===== src/rtl/fir_pkg.sv =====
// Shared types, widths and output rounding for the FIR tap sequencer.
// Build option: define FIR_SAT_EN to saturate the output instead of wrapping.
package fir_pkg;

    localparam int unsigned DW   = 16;
    localparam int unsigned AW   = 7;
    localparam int unsigned ACCW = 40;
    localparam int unsigned PW   = 2 * DW;

    typedef enum logic [2:0] {
        IDLE,
        LOAD,
        RUN,
        DRAIN,
        DONE
    } state_e;

    // Round half up, arithmetic shift, then reduce to DW bits (saturate or wrap).
    function automatic logic [DW-1:0] round_out(input logic signed [ACCW-1:0] acc,
                                                input int unsigned shift);
        logic signed [ACCW:0] sum;
        logic signed [ACCW:0] shd;
`ifdef FIR_SAT_EN
        logic hi_ones;
        logic hi_zeros;
`endif
        sum = {acc[ACCW-1], acc};
        if (shift != 0) begin
            sum = sum + ((ACCW+1)'(1) << (shift - 1));
        end
        shd = sum >>> shift;
`ifdef FIR_SAT_EN
        hi_ones  = &shd[ACCW:DW-1];
        hi_zeros = ~|shd[ACCW:DW-1];
        if (!hi_ones && !hi_zeros) begin
            round_out = shd[ACCW] ? {1'b1, {(DW-1){1'b0}}} : {1'b0, {(DW-1){1'b1}}};
        end else begin
            round_out = shd[DW-1:0];
        end
`else
        round_out = DW'(shd);
`endif
    endfunction

endpackage


===== src/rtl/fir_mac.sv =====
// Registered signed multiplier feeding a 40-bit accumulator with clear and enable.
module fir_mac
    import fir_pkg::*;
(
    input  logic                   clk,
    input  logic                   rst_n,
    input  logic                   clr_i,
    input  logic                   en_i,
    input  logic signed [DW-1:0]   a_i,
    input  logic signed [DW-1:0]   b_i,
    output logic signed [ACCW-1:0] acc_o
);

    logic signed [PW-1:0]   prod_q;
    logic                   pv_q;
    logic signed [ACCW-1:0] acc_q;

    always_ff @(posedge clk) begin
        if (!rst_n) begin
            prod_q <= '0;
            pv_q   <= 1'b0;
            acc_q  <= '0;
        end else begin
            pv_q <= en_i;
            if (en_i) begin
                prod_q <= a_i * b_i;
            end
            if (clr_i) begin
                acc_q <= '0;
            end else if (pv_q) begin
                acc_q <= acc_q + ACCW'(prod_q);
            end
        end
    end

    assign acc_o = acc_q;

endmodule


===== src/rtl/fir_tap_sequencer.sv =====
// Sample intake, decimation phase and tap sweep for the 128x16 delay line.
// Output reduction follows FIR_SAT_EN (saturate) or wraps when undefined.
module fir_tap_sequencer
    import fir_pkg::*;
#(
    parameter int unsigned NTAPS  = 128,
    parameter int unsigned DEC    = 1,
    parameter int unsigned OSHIFT = 15
) (
    input  logic          clk,
    input  logic          rst_n,
    input  logic          in_vld,
    input  logic [DW-1:0] in_dat,
    output logic          in_rdy,
    output logic [DW-1:0] srl_d,
    output logic          srl_ce,
    output logic [AW-1:0] srl_a,
    input  logic [DW-1:0] srl_y,
    output logic [AW-1:0] coef_a,
    input  logic [DW-1:0] coef_q,
    output logic          out_vld,
    output logic [DW-1:0] out_dat
);

    localparam int unsigned    PHW      = 5;
    localparam logic [AW-1:0]  LAST_TAP = AW'(NTAPS - 1);
    localparam logic [PHW-1:0] DEC_CNT  = PHW'(DEC);

    state_e                 state_q, state_d;
    logic [PHW-1:0]         phase_q, phase_d;
    logic [1:0]             drain_q, drain_d;
    logic                   in_rdy_q, in_rdy_d;
    logic [DW-1:0]          srl_d_q, srl_d_d;
    logic                   srl_ce_q, srl_ce_d;
    logic [AW-1:0]          srl_a_q, srl_a_d;
    logic [AW-1:0]          coef_a_q;
    logic                   out_vld_q, out_vld_d;
    logic [DW-1:0]          out_dat_q, out_dat_d;
    logic [AW-1:0]          tap_d;
    logic                   accept_c;
    logic                   acc_clr_c;
    logic [DW-1:0]          y_q;
    logic                   yv_q;
    logic signed [ACCW-1:0] acc_w;

    // Next state; every output register is loaded from the state being entered.
    always_comb begin
        state_d   = state_q;
        phase_d   = phase_q;
        drain_d   = drain_q;
        tap_d     = '0;
        acc_clr_c = 1'b0;
        accept_c  = in_vld & in_rdy_q;

        case (state_q)
            IDLE: begin
                if (accept_c) state_d = LOAD;
            end
            LOAD: begin
                if (phase_q + PHW'(1) == DEC_CNT) begin
                    phase_d   = '0;
                    acc_clr_c = 1'b1;
                    state_d   = RUN;
                end else begin
                    phase_d = phase_q + PHW'(1);
                    state_d = IDLE;
                end
            end
            RUN: begin
                if (srl_a_q == LAST_TAP) begin
                    drain_d = '0;
                    state_d = DRAIN;
                end else begin
                    tap_d = srl_a_q + AW'(1);
                end
            end
            DRAIN: begin
                if (drain_q == 2'd2) begin
                    state_d = DONE;
                end else begin
                    drain_d = drain_q + 2'd1;
                end
            end
            DONE: begin
                state_d = accept_c ? LOAD : IDLE;
            end
            default: state_d = IDLE;
        endcase

        in_rdy_d  = (state_d == IDLE) || (state_d == DONE);
        srl_ce_d  = (state_d == LOAD);
        srl_a_d   = (state_d == RUN) ? tap_d : '0;
        srl_d_d   = accept_c ? in_dat : srl_d_q;
        out_vld_d = (state_d == DONE);
        out_dat_d = (state_d == DONE) ? round_out(acc_w, OSHIFT) : out_dat_q;
    end

    always_ff @(posedge clk) begin
        if (!rst_n) begin
            state_q   <= IDLE;
            phase_q   <= '0;
            drain_q   <= '0;
            in_rdy_q  <= 1'b1;
            srl_d_q   <= '0;
            srl_ce_q  <= 1'b0;
            srl_a_q   <= '0;
            coef_a_q  <= '0;
            out_vld_q <= 1'b0;
            out_dat_q <= '0;
            y_q       <= '0;
            yv_q      <= 1'b0;
        end else begin
            state_q   <= state_d;
            phase_q   <= phase_d;
            drain_q   <= drain_d;
            in_rdy_q  <= in_rdy_d;
            srl_d_q   <= srl_d_d;
            srl_ce_q  <= srl_ce_d;
            srl_a_q   <= srl_a_d;
            coef_a_q  <= srl_a_d;
            out_vld_q <= out_vld_d;
            out_dat_q <= out_dat_d;
            // Delay-line data is retimed to line up with the synchronous ROM output.
            y_q       <= srl_y;
            yv_q      <= (state_q == RUN);
        end
    end

    fir_mac u_mac (
        .clk   (clk),
        .rst_n (rst_n),
        .clr_i (acc_clr_c),
        .en_i  (yv_q),
        .a_i   (y_q),
        .b_i   (coef_q),
        .acc_o (acc_w)
    );

    assign in_rdy  = in_rdy_q;
    assign srl_d   = srl_d_q;
    assign srl_ce  = srl_ce_q;
    assign srl_a   = srl_a_q;
    assign coef_a  = coef_a_q;
    assign out_vld = out_vld_q;
    assign out_dat = out_dat_q;

endmodule


===== config.mk =====
export PLATFORM = sky130hd
export DESIGN_NAME = fir_tap_sequencer
export DESIGN_NICKNAME = d
export VERILOG_FILES = /design/src/rtl/fir_pkg.sv /design/src/rtl/fir_mac.sv /design/src/rtl/fir_tap_sequencer.sv
export SDC_FILE = /design/constraint.sdc
export NUM_CORES = 1
export LEC_CHECK = 0
export BUFFER_PORTS_ARGS = -buffer_cell sky130_fd_sc_hd__buf_4
export CORE_MARGIN = 5
export CORE_UTILIZATION = 38
export CTS_CLUSTER_SIZE = 12
export DETAILED_ROUTE_END_ITERATION = 7
export PLACE_DENSITY_LB_ADDON = 0.08
export SYNTH_ARGS = -nofsm -noshare
export SYNTH_HDL_FRONTEND = slang
export SYNTH_SLANG_ARGS = --single-unit

===== constraint.sdc =====
create_clock -name clk -period 6.1 [get_ports clk]
set_input_delay 0.61 -clock clk [delete_from_list [all_inputs] [get_ports clk]]
set_output_delay 0.61 -clock clk [all_outputs]
set_load 0.02 [all_outputs]

Yosys cells after proc, flatten, opt, wreduce, memory -nomap -nowiden
Cells that the tools add are included.
{"block": "totals", "word_cells": 55, "regBits": 142, "romBits": 0, "latch_bits": 0, "ramBits": 0, "output_inout_bits": 49, "memories": 0, "input_bits": 51}
{"block": "classes", "n_addsub": 5, "div": 0, "reduce_logical": 7, "bitwise_logic": 4, "mux": 12, "n_eq_ne": 12, "order_cmp": 0, "multipliers": 1, "shifts": 0}
{"operator": "adder 40 x 32 -> 40 bit", "count": 1}
{"operator": "multiplier 16 x 16 -> 32 bit", "count": 1}
{"operator": "adder 31 x 16 -> 31 bit (second input constant)", "count": 1}
{"operator": "one-hot mux 3 bit (5 select lines)", "count": 1}
{"operator": "equality test 3 x 2 -> 1 bit (second input constant)", "count": 3}
{"operator": "two-way mux 3 bit", "count": 3}
{"operator": "adder 7 x 1 -> 7 bit (second input constant)", "count": 1}
{"operator": "equality test 7 bit (second input constant)", "count": 1}
{"operator": "equality test 3 x 1 -> 1 bit (second input constant)", "count": 2}
{"operator": "equality test 3 bit (second input constant)", "count": 2}
{"operator": "logical NOT 3 bit", "count": 2}
{"operator": "two-way mux 2 bit", "count": 3}
{"operator": "adder 5 x 1 -> 5 bit (second input constant)", "count": 1}
{"operator": "equality test 5 x 1 -> 1 bit (second input constant)", "count": 1}
{"operator": "two-way mux 5 bit", "count": 1}
{"operator": "inequality test 2 bit (second input constant)", "count": 2}
{"operator": "one-hot mux 2 bit (2 select lines)", "count": 1}
{"operator": "OR reduction 4 bit", "count": 1}
{"operator": "two-way mux 1 bit", "count": 3}
{"operator": "NOT 1 bit", "count": 3}
{"operator": "AND reduction 3 bit", "count": 1}
{"operator": "adder 2 x 1 -> 2 bit (second input constant)", "count": 1}
{"operator": "equality test 2 bit (second input constant)", "count": 1}
{"operator": "nonzero test 2 bit", "count": 1}
{"operator": "other kinds (3)", "count": 3}

Depth between registers and ports, before layout
Gate-level depths: netlist (run 1).
{"block": "logic_depth", "word_depth": 7, "ltp_mapped": 25}

Cells and area by module
Synthesis (run 1) repeated with hierarchy kept, for this count alone.
{"block": "unflattened", "cells_unflattened": 1974, "hier_area_um2": 17480.5}
{"mod": "fir_mac", "area_each_um2": 14630.3, "seq_area_each_um2": 1461.4, "n_inst": 1, "cells_per_inst": 1662}
{"mod": "fir_tap_sequencer", "area_each_um2": 2850.2, "seq_area_each_um2": 1381.3, "n_inst": 1, "cells_per_inst": 312}

Worst setup path after synthesis (run 1)
OpenSTA, ideal clock, no wires.
{"block": "synth_path", "kind": "input to register", "from": "input port coef_q[1]", "to": "register u_mac.prod_q[30]", "setup_slack_ps": -50, "path_stages": 21, "required_ps": 5968, "t_arrival_ps": 6018, "setup_ps": 132, "path_cell_list": "clkbuf_1 nand2_1 inv_1 fa_1 inv_1 fa_1 inv_1 fa_1 fa_1 fa_1 inv_1 fa_1 inv_1 ha_1 and3_1 nand4_1 a21oi_1 o41ai_2 o21ai_1 xnor2_1 a21oi_1"}
{"block": "synth_between", "elab_chain_len": 1}
{"item": "from (decl)", "line_no": "fir_tap_sequencer.sv:20", "rtl": "input logic [DW-1:0] coef_q,"}
{"item": "multiplier 16 x 16 -> 32 bit", "line_no": "fir_mac.sv:26", "rtl": "prod_q <= a_i * b_i;"}
{"item": "to (signal assigned)", "line_no": "fir_mac.sv:26"}
{"item": "to (decl)", "line_no": "fir_mac.sv:14", "rtl": "logic signed [PW-1:0] prod_q;"}
No other way between the ends.
A chain may end at the register's enable or synchronous reset.

Final worst setup path (run 1)
{"block": "layout_path", "from": "register y_q[10]", "to": "register u_mac.prod_q[23]"}
{"block": "layout_between", "elab_chain_len": 1}
{"item": "from (decl)", "line_no": "fir_tap_sequencer.sv:42", "rtl": "logic [DW-1:0] y_q;"}
{"item": "from (signal assigned)", "line_no": "fir_tap_sequencer.sv:124", "rtl": "y_q <= srl_y;"}
{"item": "multiplier 16 x 16 -> 32 bit", "line_no": "fir_mac.sv:26"}
No other way between the ends.

==> flow_metrics.tcl, run 1 <==
set metrics [dict create \
    vias 12200 \
    grt_pass1_wl_mm 65.0 \
    pin_count 100 \
    synthTopCellsByArea "fa_1 (32%), dfxtp_1 (16%), ha_1 (8.9%)" \
    port_buffers 99 \
    wl_per_cell_um 15.0 \
    syn_nets 2214 \
    clk_latency_ps 440 \
    hp-class "input pin to register" \
    power_leakage_nw 9.30 \
    drtAntennaViolNets 0 \
    grt_usage 0.168 \
    layout.nets 2386 \
    rrSetupSlack_ps 200 \
    p_sw_mw 3.49 \
    swShare 0.445 \
    power_frac_seq 0.125 \
    ff2ff_path_depth 19 \
    synth-async-reset-ratio 0 \
    diodes 0 \
    placementRows 75 \
    cts.sinks 132 \
    status "completed" \
    ys.flop_type "dfxtp_1" \
    ys_types 62 \
    first_pass_iters 4 \
    timing.rr.end "u_mac.prod_q[23]" \
    clock_skew_ps 17.4 \
    num-fill-cells 4203 \
    min_period_over_period 0.966 \
    maxSlewHeadroom 0.285 \
    postSynthCellCount 1791 \
    die_area_um2 46600 \
    gp_congestion 0.798 \
    critPathRequiredTime_ps 6460 \
    htreeDepth 4 \
    ys_seq_area_frac 0.164 \
    maxSlewViolCount 0 \
    wirelength_mm 37.7 \
    die_w_um 216 \
    crit_path_max_fanout 12 \
    synth_seq_cells 132 \
    antenna_found_initial 0 \
    max-vdd-ir-drop_v 0.000505 \
    cts_inserted_buffers 17 \
    power_frac_comb 0.742 \
    cts.path.max_buffers 2 \
    start_util 0.384 \
    grt_start_max_net_pins 98 \
    worst_setup_path_end_kind "register" \
    drc 0 \
    arrival_ps 6260 \
    drt-initial-drc-count 467 \
    hold_path_depth 2 \
    synth_area_per_cell_um2 8.99 \
    area_growth_pct 19.0 \
    path_class "register to register" \
    drv_cap 0 \
    grt-ovfl-total 0 \
    p_clk_frac 0.133 \
    min_from "srl_y[9]" \
    startpoint_type "register" \
    grt_pass1_vias 13100 \
    cts-root-buf "clkbuf_16" \
    synth_warnings 0 \
    final-hold-violation-count 0 \
    p_per_area_nw_per_um2 409 \
    fp.dieH_um 216 \
    min_to "y_q[9]" \
    r2r-start "y_q[10]" \
    clk_pin_slew_worst_paths_ps 70 \
    dpl.hpwl_mm 31.7 \
    max_freq_mhz 170 \
    synth_edf_count 0 \
    drive_above_1_share 0.161 \
    syn_area_um2 16100 \
    yosys.area.top_type "fa_1" \
    cts_hold_buf 0 \
    coreArea_um2 41900 \
    p_int_mw 4.35 \
    synth_top_area_frac 0.319 \
    cts_tree "done" \
    worst_pin_slew_ps 1070 \
    finalSetupTns_ps 0 \
    via_per_inst 4.86 \
    period_needed_ps 5900 \
    whs_ps 379 \
    setup_violations 0 \
]
==> critical path, stage by stage, from the launching register on <==
cell and delay (ps):
dfxtp_1 360, buf_12 150, nand2_1 90, fa_1 530, fa_2 590, fa_2 440
fa_1 550, inv_2 50, fa_1 510, fa_1 460, ha_4 280, nand3_4 80
o22ai_2 90, a211o_1 320, a2111oi_4 490, o21bai_1 160, a311oi_2 300, xnor2_1 150
mux2i_1 90, nor2b_1 140
==> flip-flops by register name, summed over array words and instances (netlist names) <==
register / cells
yv_q: 1
out_dat: 16
coef_a: 7
drain_q: 2
y_q: 16
u_mac.prod_q: 31
srl_ce: 1
state_q: 3
u_mac.acc_o: 31
out_vld: 1
in_rdy: 1
u_mac.pv_q: 1
srl_d: 16
phase_q: 5
==> how the worst max path moves through the flow <==
stage,to,startpoint,depth (start not counted)
floorplan,u_mac.prod_q[30],coef_q[15],18
global placement,u_mac.prod_q[28],coef_q[1],22
detailed placement,u_mac.prod_q[29],coef_q[4],22
CTS,u_mac.prod_q[27],y_q[11],22
global route,u_mac.prod_q[28],y_q[14],23
finish,u_mac.prod_q[23],y_q[10],19
==> per-stage QoR <==
step                      utilization  instances  instance area [um^2]  total power, mW  worst slack [ps]
after global placement          0.435       2478                 18200             6.48              -253
after floorplan                     -       1791                 16100             4.67              16.0
after CTS                       0.450       2509                 18900             7.70              5.20
final                           0.457       2515                 19200             7.84               205
after detailed placement        0.435       2478                 18200             6.50              -304
after global routing            0.457       2515                 19200             8.71             -5.33
==> area by class of cell <==
type                            count  area [um^2]  share of cell area
Clock inverter                     15          161             0.00842
Clock buffer                       17          425              0.0222
Inverter                          318         1190              0.0623
Sequential cell                   132         2670               0.139
Multi-Input combinational cell   1268        12200               0.636
Tap cell                          539          674              0.0352
Timing Repair Buffer              226         1840              0.0962
==> synthesized netlist by cell type (all sizes together), types with 2 or more instances <==
master / number
o31ai: 4
buf: 11
a211oi: 8
nor2b: 36
mux2i: 35
a211o: 4
clkbuf: 62
nor3: 12
o21bai: 4
o31a: 3
ha: 115
a21oi: 48
nand4b: 2
a2111oi: 3
o211a: 17
nor2: 67
or2: 5
and2: 142
a41oi: 2
nand2b: 15
nand3: 28
a311oi: 2
xnor2: 47
dfxtp: 132
a31oi: 6
o21a: 10
a21o: 24
a21boi: 22
o21ai: 29
nand4: 9
nand3b: 6
fa: 257
nor4: 2
and3: 14
or3: 7
nand2: 220
o2111ai: 2
xor2: 32
o41ai: 3
nor3b: 4
a221o: 2
o211ai: 8
inv: 318
o22ai: 4
==> cells by family (layout without fill, tap and decap cells) <==
kind of cell,count (synthesis),count (layout),share of synthesized area
AOI/OAI and AO/OA,211,211,0.0934
xor gates and xnor gates,79,79,0.0430
adders and majority gates,372,372,0.409
buffers and inverters,391,576,0.0931
DFF,132,132,0.164
muxes,36,36,0.0225
and+or+nand+nor,570,570,0.175
==> what timing repair did <==
item,4_1_cts,5_1_grt
pin swaps,14,36
setup buffers,0,7
resized for setup,22,42
cloned,0,1
endpoints found under the setup margin,7,10
==> metal layers <==
| layer | GRT usage | vias up | part of all wire |
|---|---|---|---|
| met2 | 0.300 | 137 | 0.51 |
| met1 | 0.219 | 6130 | 0.45 |
| met5 | 0 | - | 0 |
| li1 | - | 5939 | - |
| met3 | 0.0259 | 24 | 0.028 |
| met4 | 0.0279 | 0 | 0.011 |
==> cell usage in the layout, fill, tap and decap left out, types with 5 or more instances in the layout <==
master / instances
nor3_1: 12
nand3b_1: 6
o21ai_1: 7
a31oi_1: 6
dfxtp_4: 6
fa_1: 251
mux2i_1: 35
dfxtp_2: 6
nand3_1: 27
fa_2: 6
ha_1: 108
nand4_1: 9
buf_4: 214
nor2b_1: 36
a21oi_1: 42
nand2_1: 218
ha_4: 7
inv_1: 313
o21a_1: 10
o211a_1: 17
o211ai_1: 8
and2_1: 139
nand2b_1: 15
o21ai_0: 20
inv_6: 6
a21boi_0: 20
a21oi_2: 5
and3_1: 13
a211oi_1: 8
inv_2: 5
clkbuf_16: 18
buf_12: 10
nor2_1: 67
xnor2_1: 47
dfxtp_1: 120
xor2_1: 32
a21o_1: 24
or3_1: 7
==> power groups by stage <==
stage,Clock (mW),Sequential [mW],Combinational [mW]
after detailed placement,0,0.999,5.50
after floorplan,0,0.983,3.69
final,1.04,0.978,5.81
after global routing,1.12,0.987,6.61
after global placement,0,0.999,5.48
after CTS,1.08,0.981,5.64
Note: power is estimated with default switching activity, not from simulation.
==> run 2, diff against run 1 <==
--- a/config.mk
+++ b/config.mk
@@ -8,7 +8,7 @@
 export BUFFER_PORTS_ARGS = -buffer_cell sky130_fd_sc_hd__buf_4
 export CORE_MARGIN = 5
 export CORE_UTILIZATION = 38
-export CTS_CLUSTER_SIZE = 12
+export CTS_CLUSTER_SIZE = 30
 export DETAILED_ROUTE_END_ITERATION = 7
 export PLACE_DENSITY_LB_ADDON = 0.08
 export SYNTH_ARGS = -nofsm -noshare
==> constraint.sdc (replaced) <==
create_clock -name clk -period 7.3 [get_ports clk]
set_input_delay 0.73 -clock clk [delete_from_list [all_inputs] [get_ports clk]]
set_output_delay 0.73 -clock clk [all_outputs]
set_load 0.02 [all_outputs]
==> run 2 against run 1 <==
Against the previous run:
- clock power is 11% lower
- count of clock-buffer cells in the layout up 1
- setup slack gained 640 ps
- sequential power down 16%
- highest routed layer unchanged
- sequential share of layout area up 0.74 points
- register-to-register slack improved by 640 ps
- flip-flop and latch count is the same
- first-iteration DRC count rose by 9.9%
==> flow_metrics.tcl, run 2 (synthesis results as in run 1) <==
set metrics [dict create \
    area_growth_pct 11.7 \
    fin_util 0.429 \
    rsz0062_at_grt "no" \
    vias 11800 \
    final_common_cell "inv_1" \
    slowest_delay_ps 770 \
    port_buffers 99 \
    dpl.hpwl_mm 30.9 \
    clock_skew_ps 14.0 \
    final-hold-violation-count 0 \
    status "completed" \
    ff2ff_path_depth 21 \
    power_leakage_nw 8.71 \
    arrival_ps 6730 \
    antenna_found_initial 0 \
    cts.path.max_buffers 2 \
    rrSetupSlack_ps 840 \
    regArea_um2 2640 \
    timing.rr.end "u_mac.prod_q[30]" \
    cts.sinks 132 \
    path_class "register to register" \
    drtAntennaViolNets 0 \
    first_pass_iters 5 \
    critPathRequiredTime_ps 7580 \
    cts_hold_buf 0 \
    grt_usage 0.168 \
    dpl_cell_area_um2 17400 \
    crit_family "adder cells" \
    pin_count 100 \
    post-place-ws_ps 564 \
    drv_cap 0 \
    min_from "srl_d[2]" \
    diodes 0 \
    via_per_inst 4.92 \
    grt_start_max_net_pins 98 \
    die_w_um 216 \
    period_needed_ps 6460 \
    maxSlewViolCount 0 \
    min_to "srl_d[2]" \
    cts-root-buf "clkbuf_16" \
    htreeDepth 4 \
    drive_above_1_share 0.0857 \
    finalSetupTns_ps 0 \
    gp_congestion 0.853 \
    die_area_um2 46600 \
    hold_path_depth 2 \
    fp.dieH_um 216 \
    coreArea_um2 41900 \
    cts_setup_buffers 0 \
    startpoint_type "register" \
    path_common_cell "fa_1" \
    clk_latency_ps 430 \
    drt-initial-drc-count 513 \
    start_util 0.384 \
    p_per_area_nw_per_um2 311 \
    drc 0 \
    worst-path-buf-inv 5 \
    grt-ovfl-total 0 \
    wl_per_cell_um 15.8 \
    crit_slowest_cell "dfxtp_1" \
    worst_pin_slew_ps 1060 \
    hp-class "register to register" \
    r2r-start "y_q[5]" \
    crit_path_max_fanout 16 \
    wirelength_mm 37.9 \
    num-fill-cells 4196 \
    fin_ws_ps 843 \
    placementRows 75 \
    worst_setup_path_end_kind "register" \
    grt_pass1_vias 12500 \
    clk_pin_slew_worst_paths_ps 60 \
    final_cell_mix "inv_1 (318), fa_1 (257), nand2_1 (220)" \
    maxSlewHeadroom 0.292 \
    setup_violations 0 \
    cp_cell_sequence "nand2_1 -> fa_1 -> inv_1 -> fa_1 -> inv_1 -> fa_1 -> inv_1 -> fa_1 -> fa_1 -> inv_1 -> fa_1 -> inv_1 -> ha_1 -> and3_1 -> a221o_1 -> a21oi_1 -> a21oi_1 -> o41ai_2 -> o21ai_1 -> xnor2_1 -> a21oi_1" \
    cts_tree "done" \
    max_freq_mhz 155 \
    design_area_um2 18000 \
    grt_pass1_wl_mm 64.0 \
    cts_inserted_buffers 17 \
    layout.nets 2277 \
    ctsResizeCount 0 \
    multi_input_area_um2 12000 \
    min_period_over_period 0.884 \
    max-vdd-ir-drop_v 0.000298 \
]
run 2: through the flow:
stage                     power [mW]  hold WS (ps)  cells
after floorplan                 3.90           445   1791
after global placement          4.76           453   2374
after detailed placement        4.76           463   2374
after CTS                       5.74           472   2406
after global routing            6.26           473   2406
final                           5.60           469   2406
run 2: tightest hold or removal path, delay by kind of cell (launching register included):
kind / cells / cell delay, ps
DFF: 1 / 310
AOI/OAI and AO/OA: 1 / 60
and+or+nand+nor: 1 / 50
run 2: cell type report:
cell class,instances,share of cell area
clock buffer,18,0.0244
inverter,318,0.0663
timing repair buffer,117,0.0488
clock inverter,14,0.0112
sequential,132,0.147
multi-input combinational,1268,0.665
tap,539,0.0375
run 2: metal layers:
metal,vias to the layer above,GRT usage,part of all wire
met3,28,0.0310,0.031
met2,157,0.296,0.51
li1,5719,-,-
met4,0,0.0352,0.016
met5,-,0,0
met1,5931,0.217,0.44
run 2: worst max-delay path by stage:
stage               from               end  slack (ps)  cells past startpoint
2_1_floorplan  coef_q[1]  u_mac.prod_q[30]        1030                     21
4_1_cts          y_q[15]  u_mac.prod_q[30]         740                     20
6_report          y_q[5]  u_mac.prod_q[30]         840                     21
5_1_grt          y_q[15]  u_mac.prod_q[27]         330                     20
3_5_place_dp   coef_q[1]  u_mac.prod_q[30]         560                     21
3_3_place_gp   coef_q[3]  u_mac.prod_q[30]         620                     20
run 2: report_power, final:
part	switching [mW]	internal [mW]
registers	0.0572	0.769
clock network	0.344	0.585
logic	2.16	1.68
total	2.56	3.04
